### config.mk
export PLATFORM = sky130hd
export DESIGN_NAME = config_pipe_core_flat
export DESIGN_NICKNAME = d
export VERILOG_FILES = /design/src/rtl/config_pipe_pkg.sv /design/src/rtl/config_pipe_core_if.sv /design/src/rtl/config_pipe_delay_line.sv /design/src/rtl/config_pipe_core.sv /design/src/flat_wrapper.sv
export SDC_FILE = /design/constraint.sdc
export NUM_CORES = 1
export LEC_CHECK = 0
export CAP_MARGIN = 20
export CORE_ASPECT_RATIO = 0.7
export CORE_MARGIN = 10
export CORE_UTILIZATION = 45
export DETAILED_ROUTE_END_ITERATION = 8
export PLACE_DENSITY = 0.65
export SETUP_SLACK_MARGIN = 0.2
export SLEW_MARGIN = 30
export SYNTH_ARGS = -nofsm -noshare
export SYNTH_HDL_FRONTEND = slang
export SYNTH_SLANG_ARGS = --single-unit
### constraint.sdc
create_clock -name clk -period 3.9 [get_ports clk]
set_input_delay 1.17 -clock clk [delete_from_list [all_inputs] [get_ports clk]]
set_output_delay 1.17 -clock clk [all_outputs]
set_load 0.005 [all_outputs]
### src/rtl/config_pipe_pkg.sv
// Shared definitions for config_pipe_core.
//   - register indices of the two functional config registers
//   - bit positions of the fields inside those registers
//   - merge_byte: per-byte write-enable merge used by the config bank
package config_pipe_pkg;

  localparam int REG_DELAY  = 0;
  localparam int REG_CTRL   = 1;

  localparam int DELAY_LSB  = 0;
  localparam int DELAY_W    = 4;
  localparam int OUT_EN_BIT = 0;

  function automatic logic [7:0] merge_byte(input logic [7:0] old_b,
                                            input logic [7:0] new_b,
                                            input logic       en);
    return en ? new_b : old_b;
  endfunction

endpackage

### src/rtl/config_pipe_core_if.sv
// Config bus between a tile controller (master) and a core (slave).
//   config_config_addr  : register index
//   config_config_data  : write data
//   config_byte_en      : write byte enables
//   config_read         : read request
//   config_write        : write request
//   read_config_data    : registered read data (slave -> master)
//   read_config_valid   : read data valid pulse (slave -> master)
interface config_pipe_core_if #(
  parameter int CONFIG_ADDR_WIDTH = 8,
  parameter int CONFIG_DATA_WIDTH = 32
) ();

  logic [CONFIG_ADDR_WIDTH-1:0]   config_config_addr;
  logic [CONFIG_DATA_WIDTH-1:0]   config_config_data;
  logic [CONFIG_DATA_WIDTH/8-1:0] config_byte_en;
  logic                           config_read;
  logic                           config_write;
  logic [CONFIG_DATA_WIDTH-1:0]   read_config_data;
  logic                           read_config_valid;

  modport master (
    output config_config_addr, config_config_data, config_byte_en,
           config_read, config_write,
    input  read_config_data, read_config_valid
  );

  modport slave (
    input  config_config_addr, config_config_data, config_byte_en,
           config_read, config_write,
    output read_config_data, read_config_valid
  );

endinterface

### src/rtl/config_pipe_delay_line.sv
// Programmable delay line for one data lane.
//   clk, reset (async, active-low) : clock / reset, reset clears every stage
//   din        : lane input
//   delay_sel  : requested delay, saturated to MAX_DELAY
//   dout       : din when delay is 0, otherwise the tapped stage
// The chain shifts every cycle; only the output tap depends on delay_sel,
// so changing the delay re-taps the existing contents without a flush.
module config_pipe_delay_line
  import config_pipe_pkg::*;
#(
  parameter int WIDTH     = 16,
  parameter int MAX_DELAY = 7
) (
  input  logic               clk,
  input  logic               reset,
  input  logic [WIDTH-1:0]   din,
  input  logic [DELAY_W-1:0] delay_sel,
  output logic [WIDTH-1:0]   dout
);

  logic [WIDTH-1:0] stage_q [MAX_DELAY];

  always_ff @(posedge clk or negedge reset) begin
    if (!reset) begin
      for (int k = 0; k < MAX_DELAY; k++) stage_q[k] <= '0;
    end else begin
      stage_q[0] <= din;
      for (int k = 1; k < MAX_DELAY; k++) stage_q[k] <= stage_q[k-1];
    end
  end

  // Tap k selects stage k-1; any request beyond MAX_DELAY lands on the last stage.
  always_comb begin
    dout = din;
    for (int k = 1; k <= MAX_DELAY; k++) begin
      if ((32'(delay_sel) == k) || (k == MAX_DELAY && 32'(delay_sel) > MAX_DELAY))
        dout = stage_q[k-1];
    end
  end

endmodule

### src/rtl/config_pipe_core.sv
// Generic tile core: bank of NUM_REGS byte-writable config registers with a
// registered read-back path, plus a 16b lane and a 1b lane passed through a
// programmable delay line (REG0[3:0]) and an output gate (REG1[0]).
//   clk          : clock, rising edge
//   reset        : asynchronous, active-low
//   cfg          : config bus (slave side)
//   data_in_16b  : wide lane input
//   data_in_1b   : bit lane input
//   data_out_16b : delayed, gated wide lane
//   data_out_1b  : delayed, gated bit lane
module config_pipe_core
  import config_pipe_pkg::*;
#(
  parameter int DATA_WIDTH        = 16,
  parameter int CONFIG_ADDR_WIDTH = 8,
  parameter int CONFIG_DATA_WIDTH = 32,
  parameter int NUM_REGS          = 4,
  parameter int MAX_DELAY         = 7
) (
  input  logic                  clk,
  input  logic                  reset,
  config_pipe_core_if.slave     cfg,
  input  logic [DATA_WIDTH-1:0] data_in_16b,
  input  logic                  data_in_1b,
  output logic [DATA_WIDTH-1:0] data_out_16b,
  output logic                  data_out_1b
);

  localparam int NUM_BYTES = CONFIG_DATA_WIDTH / 8;

  logic [CONFIG_DATA_WIDTH-1:0] cfg_q [NUM_REGS];
  logic [CONFIG_DATA_WIDTH-1:0] rd_word;
  logic [CONFIG_DATA_WIDTH-1:0] rd_data_p1;
  logic                         rd_vld_p1;
  logic [DELAY_W-1:0]           delay_sel;
  logic                         out_en;
  logic [DATA_WIDTH-1:0]        lane16_dly;
  logic                         lane1_dly;

  // Unmatched (out-of-range) addresses fall through to zero.
  always_comb begin
    rd_word = '0;
    for (int i = 0; i < NUM_REGS; i++) begin
      if (32'(cfg.config_config_addr) == i) rd_word = cfg_q[i];
    end
  end

  // Stage p1: register writes and read-back capture. rd_word is sampled from
  // the pre-write contents, so a same-address read/write returns the old value.
  always_ff @(posedge clk or negedge reset) begin
    if (!reset) begin
      for (int i = 0; i < NUM_REGS; i++) cfg_q[i] <= '0;
      rd_data_p1 <= '0;
      rd_vld_p1  <= 1'b0;
    end else begin
      for (int i = 0; i < NUM_REGS; i++) begin
        if (cfg.config_write && 32'(cfg.config_config_addr) == i) begin
          for (int b = 0; b < NUM_BYTES; b++) begin
            cfg_q[i][8*b +: 8] <= merge_byte(cfg_q[i][8*b +: 8],
                                             cfg.config_config_data[8*b +: 8],
                                             cfg.config_byte_en[b]);
          end
        end
      end
      rd_vld_p1 <= cfg.config_read;
      if (cfg.config_read) rd_data_p1 <= rd_word;
    end
  end

  assign cfg.read_config_data  = rd_data_p1;
  assign cfg.read_config_valid = rd_vld_p1;

  assign delay_sel = cfg_q[REG_DELAY][DELAY_LSB +: DELAY_W];
  assign out_en    = cfg_q[REG_CTRL][OUT_EN_BIT];

  config_pipe_delay_line #(
    .WIDTH     (DATA_WIDTH),
    .MAX_DELAY (MAX_DELAY)
  ) u_lane16 (
    .clk       (clk),
    .reset     (reset),
    .din       (data_in_16b),
    .delay_sel (delay_sel),
    .dout      (lane16_dly)
  );

  config_pipe_delay_line #(
    .WIDTH     (1),
    .MAX_DELAY (MAX_DELAY)
  ) u_lane1 (
    .clk       (clk),
    .reset     (reset),
    .din       (data_in_1b),
    .delay_sel (delay_sel),
    .dout      (lane1_dly)
  );

  // Gate sits after the delay line so clearing OUT_EN blanks the outputs
  // on the same cycle the register changes.
  assign data_out_16b = out_en ? lane16_dly : '0;
  assign data_out_1b  = out_en & lane1_dly;

endmodule

### src/flat_wrapper.sv
// flat-port wrapper written by rule: the top's interface ports become plain ports
module config_pipe_core_flat import config_pipe_pkg::*;
#(
  parameter int DATA_WIDTH        = 16,
  parameter int CONFIG_ADDR_WIDTH = 8,
  parameter int CONFIG_DATA_WIDTH = 32,
  parameter int NUM_REGS          = 4,
  parameter int MAX_DELAY         = 7
)
  (clk, reset, data_in_16b, data_in_1b, data_out_16b, data_out_1b, cfg_config_config_addr, cfg_config_config_data, cfg_config_byte_en, cfg_config_read, cfg_config_write, cfg_read_config_data, cfg_read_config_valid);
  config_pipe_core_if #(.CONFIG_ADDR_WIDTH(CONFIG_ADDR_WIDTH), .CONFIG_DATA_WIDTH(CONFIG_DATA_WIDTH)) cfg_i ();
  input  logic clk;
  input  logic reset;
  input  logic [DATA_WIDTH-1:0] data_in_16b;
  input  logic data_in_1b;
  output logic [DATA_WIDTH-1:0] data_out_16b;
  output logic data_out_1b;
  input wire logic [$bits(cfg_i.config_config_addr)-1:0] cfg_config_config_addr;
  input wire logic [$bits(cfg_i.config_config_data)-1:0] cfg_config_config_data;
  input wire logic [$bits(cfg_i.config_byte_en)-1:0] cfg_config_byte_en;
  input wire logic [$bits(cfg_i.config_read)-1:0] cfg_config_read;
  input wire logic [$bits(cfg_i.config_write)-1:0] cfg_config_write;
  output wire logic [$bits(cfg_i.read_config_data)-1:0] cfg_read_config_data;
  output wire logic [$bits(cfg_i.read_config_valid)-1:0] cfg_read_config_valid;
  assign cfg_i.config_config_addr = cfg_config_config_addr;
  assign cfg_i.config_config_data = cfg_config_config_data;
  assign cfg_i.config_byte_en = cfg_config_byte_en;
  assign cfg_i.config_read = cfg_config_read;
  assign cfg_i.config_write = cfg_config_write;
  assign cfg_read_config_data = cfg_i.read_config_data;
  assign cfg_read_config_valid = cfg_i.read_config_valid;
  config_pipe_core #(.DATA_WIDTH(DATA_WIDTH), .CONFIG_ADDR_WIDTH(CONFIG_ADDR_WIDTH), .CONFIG_DATA_WIDTH(CONFIG_DATA_WIDTH), .NUM_REGS(NUM_REGS), .MAX_DELAY(MAX_DELAY)) u_core (.clk(clk), .reset(reset), .cfg(cfg_i), .data_in_16b(data_in_16b), .data_in_1b(data_in_1b), .data_out_16b(data_out_16b), .data_out_1b(data_out_1b));
endmodule
Word-level counts from Yosys, hierarchy flattened. Cells that the tools add are included.

Order comparisons: 1. Multiplexer cells: 19. Reduce and logical (&&, ||, !) cells: 22. Bitwise logic cells: 1. Equal/unequal tests: 10.

Operator list (number): 2-to-1 mux 16 bit (8); 2-to-1 mux 32 bit (4); AND reduction 2 bit (16); equality test 4 x 3 -> 1 bit (second input constant) (4); equality test 8 x 2 -> 1 bit (second input constant) (2); equality test 4 x 2 -> 1 bit (second input constant) (2); equality test 8 x 1 -> 1 bit (second input constant) (1); logical NOT 8 bit (1); 2-to-1 mux 1 bit (7); equality test 4 x 1 -> 1 bit (second input constant) (1); greater-than comparator 4 x 3 -> 1 bit (second input constant) (1); logical AND 1 bit (4); bitwise AND 1 bit (1); logical OR 1 bit (1).

Word-level logic and storage cells: 85. Bits in registers: 280.

Logic depth before layout (Yosys ltp). Gate-level depths: netlist of run 1.

Depth after elaboration: 9. Depth in mapped cells: 7. Mapped depth without buffers: 4.

By module. Synthesis of run 1 repeated with hierarchy kept, for this count alone.

Cells, all modules: 796. Area total of the unflattened synthesis: 11974.0 um2.

Modules (own cells, without submodules): config_pipe_core (cells an instance 425, sequential area each 4028.9 um2, instances 1, area an instance 6924.1 um2); config_pipe_delay_line (u_core.u_lane16) (cells an instance 343, sequential area each 2802.7 um2, instances 1, area an instance 4738.3 um2); config_pipe_delay_line (u_core.u_lane1) (cells an instance 28, sequential area each 175.2 um2, instances 1, area an instance 311.5 um2).

Least setup slack after synthesis of run 1. No wires, ideal clock.

Kind: input-to-reg. Start point: input cfg_config_config_addr[5]. End point: register u_core.cfg_q[100] (netlist bit). Buffers on the path: 1. Arrival time: 2.893 ns. Cell stages on the path: 5. Setup slack: 0.882 ns. Cells stage by stage: or4_4 > or2_1 > or4_1 > buf_4 > mux2_4.

Longest elaborated chain between the ends: 3.

Ends and longest elaborated chain: from (decl) (RTL line flat_wrapper.sv:18) `input wire logic [$bits(cfg_i.config_config_addr)-1:0] cfg_config_config_addr;`; logical NOT 8 bit (RTL line config_pipe_core.sv:57) `if (cfg.config_write && 32'(cfg.config_config_addr) == i) begin`; logical AND 1 bit (RTL line config_pipe_core.sv:57); AND reduction 2 bit (no source line); to (signal, indexed assignment) (RTL line config_pipe_core.sv:59) `cfg_q[i][8*b +: 8] <= merge_byte(cfg_q[i][8*b +: 8],`; to (decl) (RTL line config_pipe_core.sv:31) `logic [CONFIG_DATA_WIDTH-1:0] cfg_q [NUM_REGS];`.

Every way passes these cells. A chain may end at the register's enable or synchronous reset.

Final worst setup path of run 1.
Start point: register u_core.cfg_q[98] (netlist bit). End point: output data_out_16b[0].

Longest elaborated chain between the ends: 9.

Ends and longest elaborated chain: equality test 4 x 1 -> 1 bit (RTL line config_pipe_delay_line.sv:36) `if ((32'(delay_sel) == k) || (k == MAX_DELAY && 32'(delay_sel) > MAX_DELAY))`; 2-to-1 mux 16 bit (6 in series) (RTL line config_pipe_delay_line.sv:36); 2-to-1 mux 16 bit (*) (RTL line config_pipe_delay_line.sv:36); 2-to-1 mux 16 bit (*) (RTL line config_pipe_core.sv:100) `assign data_out_16b = out_en ? lane16_dly : '0;`; to (decl) (RTL line flat_wrapper.sv:16) `output logic [DATA_WIDTH-1:0] data_out_16b;`.

Mark *: on every way between the ends. The rest lies on a longest branch, timed or not.

==> results.md, run 1 <==
- Outcome: finished, final reports clean
- Gr ovfl total: 0
- DR pass1 iterations: 4
- CTS Root Cell: clkbuf_16
- Yosys warning count: 0
- H-tree levels: 1
- Avg Synthesized Cell Area: 13.7 µm²
- # DRC: 0
- Pins over their slew limit: 0
- GRT Overall Usage: 17.2%
- CTS tree: done
- Final instance area: 0.0145 mm²
- Post-synthesis mux area share: 19.8%
- Crit share post-route: 97.3%
- Site Rows: 49
- Setup ws final: 0.104 ns
- Die H: 155 µm
- Simple-Gate Fraction of Synth Area: 5.85%
- Final min period: 3.80 ns
- Syn-to-layout area delta: 24.4%
- Die Area: 0.0329 mm²
- Initial antenna violation count: 1
- Core Region: 0.0256 mm²
- Number of synthesized flops with an enable pin: 0
- Fmax: 0.263 GHz
- Worst EP arrival: 2.63 ns
- Post-synthesis instance area: 0.0117 mm²
- I/O pins: 115
- PD cells: 422 mW/mm²
- Final hold slack: 0.366 ns
- Worst Setup Slack post-DPL: -0.191 ns
- GP Congestion: 0.782
- Synth Area in Adders: 0%
- HP Class: reg2reg
- CP Max Fanout: 9
- Max Cap Violations: 0
- Post-synthesis cell count: 856
- Initial DRC Count: 460
- Slew headroom: 49.1%
- Vias/cell: 5.49
- CP Data Required Time: 2.73 ns
- Syn nets: 921
- TritonCTS Buffers: 28
- Final hold violation count: 0
- CP endpoint kind: output pin
- Layout cells sized above 1: 30.7%
- Hold depth: 0
- Detail Placement HPWL: 18.8 mm
- Post-synthesis register bit count: 280
- Layout Skew: 0.0146 ns
- Die W: 213 µm
- Nets: 1075
- Via count: 7469
- Vias in the first global route: 7824
- First-pass GRT wire length: 45.5 mm
- # hold bufs at CTS: 0
- CP startpoint kind: flop
- Bufs on Longest Clock Path: 3
- Maximum VDD drop: 367 µV
- Fraction of registers with async set/reset: 100%
- Unrepaired setup endpoints after global routing: yes
- Worst Reg-to-Reg Cells: 5
- TritonCTS Sinks: 280
- Starting Density: 45.6%
- DRT Wirelength: 28.2 mm
- Area fraction in compound gates after synthesis: 10.3%
- Top_reg_cell synth: dfrtp_1
- Worst-path clk slew: 0.06 ns
- Fillers: 2094
- Antenna-violating nets left: 0
- Finish-stage setup viols: 0
- Clock latency on the worst-skew pair: 0.53 ns
- Placed Area: 0.0134 mm²
- Register area share after synthesis: 60.0%
- IO buf count: 114
- Largest family of logic cells by synthesized area: multiplexers
- WL/cell: 20.7 µm
- Netlist cell types: 42
- CP Class: reg2out
- Leakage: 6.62 nW
- Largest net degree at the start of global routing: 97
- Post-Synth XOR/XNOR Area: 0%
- Actual slew at the worst max-slew pin: 0.764 ns
## layout by cell type, fill, tap and decap left out, types with 13 or more instances in the layout
master	netlist	layout
a21oi_1	15	14
clkdlybuf4s50_1	0	91
nand2_1	21	20
nor2_1	16	16
clkbuf_16	0	29
dfrtp_1	280	278
mux2_4	32	32
o21ai_0	32	32
nand3_1	14	14
inv_1	70	70
o22ai_1	52	52
nand2b_1	13	13
a22o_1	14	14
mux2_2	95	95
a221oi_1	28	17
mux4_2	32	32
nor2b_1	16	14
buf_4	4	56
## Yosys cell counts, types with 4 or more instances
cell type / number / area share, %
o221a_2: 12 / 1.2
o21ai_0: 32 / 1.4
mux2_4: 32 / 4.1
dfrtp_1: 280 / 60
nand2_1: 21 / 0.67
mux2_2: 95 / 9.2
inv_1: 70 / 2.2
a221oi_1: 28 / 2.1
buf_4: 4 / 0.26
nor2_4: 4 / 0.39
or2_2: 5 / 0.27
nor2b_1: 16 / 0.86
nor2_1: 16 / 0.51
mux4_2: 32 / 6.2
a22o_1: 14 / 1.0
or4_1: 4 / 0.26
nor3b_1: 4 / 0.26
and2_1: 13 / 0.70
nand3_1: 14 / 0.60
clkbuf_1: 46 / 1.5
nand2b_1: 13 / 0.70
o22ai_1: 52 / 2.8
a21oi_1: 15 / 0.64
## kinds of logic (layout without fill, tap and decap cells)
| kind of cell | after synthesis | after routing |
|---|---|---|
| muxes | 163 | 163 |
| buffers and inverters | 124 | 297 |
| and+or+nand+nor | 119 | 119 |
| DFF | 280 | 280 |
| other | 0 | 1 |
| AOI/OAI and AO/OA | 170 | 170 |
## path summary, 6_finish.rpt
kind                                                       start  slack [ns]                                         end
setup / recovery                    u_core.cfg_q[98]$_DFFE_PN0P_        0.10                             data_out_16b[0]
hold / removal             u_core.u_lane16.stage_q[27]$_DFF_PN0_        0.37       u_core.u_lane16.stage_q[11]$_DFF_PN0_
setup reg to reg                    u_core.cfg_q[98]$_DFFE_PN0P_        2.43  u_core.cfg.read_config_data[2]$_DFFE_PN0P_
hold reg to reg            u_core.u_lane16.stage_q[27]$_DFF_PN0_        0.37       u_core.u_lane16.stage_q[11]$_DFF_PN0_
max in group asynchronous                                  reset        2.28                u_core.cfg_q[99]$_DFFE_PN0P_
min in group asynchronous                                  reset        0.67               u_core.cfg_q[116]$_DFFE_PN0P_
## power by group
group / internal, mW / switching [mW] / leakage (nW)
combinational: 0.200 / 0.223 / 2.55
sequential: 3.00 / 0.0539 / 3.62
clock: 1.56 / 1.09 / 0.448
## state kept, by name, summed over array words and instances, names as in the netlist
register and count:
u_core.cfg_q 128, u_core.u_lane16.stage_q 112, u_core.cfg.read_config_data 32, u_core.u_lane1.stage_q 7, u_core.cfg.read_config_valid 1
## layer usage
layer | global-route usage, % | wire length [µm] | vias to the layer above
li1 | - | - | 3444
met1 | 26.1 | 13900 | 3801
met2 | 24.9 | 12200 | 186
met3 | 3.49 | 1510 | 38
met4 | 3.53 | 506 | 0
met5 | 0 | 0 | -
## through the flow
stage | utilization [%] | TNS (ns) | power (mW) | std cells
final | 56.7 | 0 | 6.13 | 1361
after CTS | 56.3 | 0 | 6.21 | 1353
after floorplan | - | 0 | 3.29 | 856
after global placement | 52.4 | -0.972 | 3.52 | 1300
after detailed placement | 52.4 | -1.32 | 3.52 | 1300
after global routing | 56.7 | -0.00109 | 6.39 | 1360
## worst max-delay path, cell delays in order, from the launching register on
cell,delay (ns)
dfrtp_1,0.42
buf_12,0.16
nor2b_2,0.15
buf_4,0.16
a22o_1,0.25
a221oi_2,0.26
a221oi_1,0.12
buf_4,0.15
clkdlybuf4s50_1,0.43
## area by class of cell
class                      instances  area [µm²]  share of cell area [%]
inverter                          71         267                    1.83
sequential                       280        7010                    48.2
multi-input combinational        452        4310                    29.7
clock inverter                     8        93.8                   0.646
tap                              331         414                    2.85
timing repair buffer             177        1630                    11.2
antenna                            1        2.50                  0.0172
clock buffer                      41         811                    5.58
## what timing repair did
| action | 4_1_cts | 5_1_grt |
|---|---|---|
| setup buffers | 4 | 7 |
| gates resized for setup | 37 | 28 |
| endpoints found under the hold margin | 0 | 0 |
| endpoints found under the setup margin | 17 | 15 |
| pin swaps | 3 | 3 |
(Power assumes the default switching activity.)
==> run 2: changes to the inputs <==
Settings changed: PLACE_DENSITY 0.65 to 0.67.
==> results.md, run 2 (synthesis results as in run 1) <==
- Placed Area: 0.0135 mm²
- Commonest non-fill, non-tap cell in the layout: dfrtp_1
- Initial DRC Count: 500
- Setup ws final: 0.260 ns
- Bufs on Longest Clock Path: 3
- GP Congestion: 0.798
- CP peak stage delay: 0.51 ns
- CP endpoint kind: output pin
- Starting Density: 45.6%
- Finish-stage setup viols: 0
- Syn-to-layout area delta: 26.0%
- Vias in the first global route: 7926
- Leakage: 6.73 nW
- First-pass GRT wire length: 45.5 mm
- Vias/cell: 5.54
- Gr ovfl total: 0
- Most frequent cells in the layout: dfrtp_1, mux2_2, clkdlybuf4s50_1
- Final hold slack: 0.365 ns
- CP Data Required Time: 2.73 ns
- HP Class: reg2reg
- Diode count: 0
- Via count: 7599
- # DRC: 0
- Actual slew at the worst max-slew pin: 0.854 ns
- TritonCTS Buffers: 28
- Worst Reg-to-Reg Cells: 6
- Layout Skew: 0.00731 ns
- Worst Setup Slack post-DPL: -0.252 ns
- Site Rows: 49
- DRT Wirelength: 28.5 mm
- Worst-case hold path end point: u_core.u_lane16.stage_q[27]$_DFF_PN0_
- Slew headroom: 43.1%
- Antenna-violating nets left: 0
- H-tree levels: 1
- Nets: 1084
- Hold depth: 0
- Crit share post-route: 93.3%
- Worst R2R Start: u_core.cfg_q[98]$_DFFE_PN0P_
- Fin util: 57.5%
- Largest register FFs: 128
- Reg-to-reg endpoint: u_core.cfg.read_config_data[2]$_DFFE_PN0P_
- I/O pins: 115
- Max Cap Violations: 0
- Final hold violation count: 0
- CP startpoint kind: primary input
- CP Launch Point: data_in_16b[6]
- Worst EP arrival: 2.47 ns
- Hold Crit Start: u_core.u_lane16.stage_q[43]$_DFF_PN0_
- Maximum VDD drop: 291 µV
- WL/cell: 20.8 µm
- Die W: 213 µm
- Layout cells sized above 1: 33.2%
- GRT Overall Usage: 17.3%
- Pins over their slew limit: 0
- R2R Setup Slk: 2.18 ns
- Crit-path cells: clkdlybuf4s50_1 > nor2_1 > a21oi_1 > o22ai_1 > a221oi_2 > clkdlybuf4s15_1
- Final instance area: 0.0147 mm²
- Fmax: 0.275 GHz
- Die Area: 0.0329 mm²
- Detail Placement HPWL: 18.8 mm
- Unrepaired setup endpoints after global routing: no
- Core Region: 0.0256 mm²
- Fillers: 2050
- IO buf count: 114
- Worst-path clk slew: 0.06 ns
- TritonCTS Sinks: 280
- PD cells: 417 mW/mm²
- Top reg by flops: u_core.cfg_q
- DR pass1 iterations: 4
- Die H: 155 µm
- Initial antenna violation count: 2
- CP Max Fanout: 3
- Final min period: 3.64 ns
- CTS Root Cell: clkbuf_16
- Slowest CP cell: clkdlybuf4s50_1
- Largest net degree at the start of global routing: 105
- CP Class: in2out
- CTS tree: done
- Clock latency on the worst-skew pair: 0.53 ns
- Outcome: finished, final reports clean
## run 2: cell types whose count changed in the layout (fill, tap and decap cells not counted), sizes merged, moves of 2 or more
| cell | change |
|---|---|
| clkinv | +4 |
| dlymetal6s2s | +3 |
| buf | +10 |
| clkdlybuf4s15 | +2 |
| dlygate4sd2 | -5 |
| clkdlybuf4s50 | -2 |
## run 2: final cells by class
class | instances | area [µm²] | area share, %
Sequential cell | 280 | 7010 | 47.6
Multi-Input combinational cell | 452 | 4370 | 29.7
Timing Repair Buffer | 186 | 1750 | 11.9
Clock buffer | 40 | 827 | 5.62
Tap cell | 331 | 414 | 2.81
Inverter | 71 | 270 | 1.84
Clock inverter | 11 | 87.6 | 0.595
## run 2: worst max path at each step
stage	slack (ns)	cells after the start	end
after CTS	0.04	8	data_out_1b
after detailed placement	-0.25	5	data_out_16b[7]
after global routing	0.19	6	data_out_16b[6]
final	0.26	6	data_out_16b[6]
after floorplan	0.88	5	u_core.cfg_q[100]$_DFFE_PN0P_
after global placement	-0.21	5	data_out_16b[7]
## run 2: critical path, delay by kind of cell
kind	cells	cell delay, ns
compound gates	3	0.49
simple gates	1	0.06
buf+inv	2	0.75
## run 2: report_power, final
| part | internal (mW) | switching, mW |
|---|---|---|
| sequential | 3.00 | 0.0527 |
| combinational | 0.211 | 0.232 |
| clock | 1.54 | 1.11 |
## run 2: repair_timing
action                     CTS  global route
setup endpoints to repair   17            16
setup buffers                6            10
pin swaps                    2             4
hold buffers                 0             0
resized for setup           38            46
gates cloned                 2             0
## run 2: per-layer routing
metal,wire length (µm),vias up,part of all wire (%),global-route usage [%]
met5,13,-,0.046,0
met4,415,2,1.5,3.32
met3,1510,37,5.3,3.31
met2,13100,182,46,25.5
met1,13500,3913,47,25.9
li1,-,3465,-,-
## run 2: through the flow
| stage | TNS (ns) | power (mW) | instances |
|---|---|---|---|
| 2_1_floorplan | 0 | 3.29 | 856 |
| 3_3_place_gp | -1.25 | 3.52 | 1302 |
| 3_5_place_dp | -1.44 | 3.53 | 1302 |
| 4_1_cts | 0 | 6.21 | 1361 |
| 5_1_grt | 0 | 6.40 | 1371 |
| 6_report | 0 | 6.14 | 1371 |
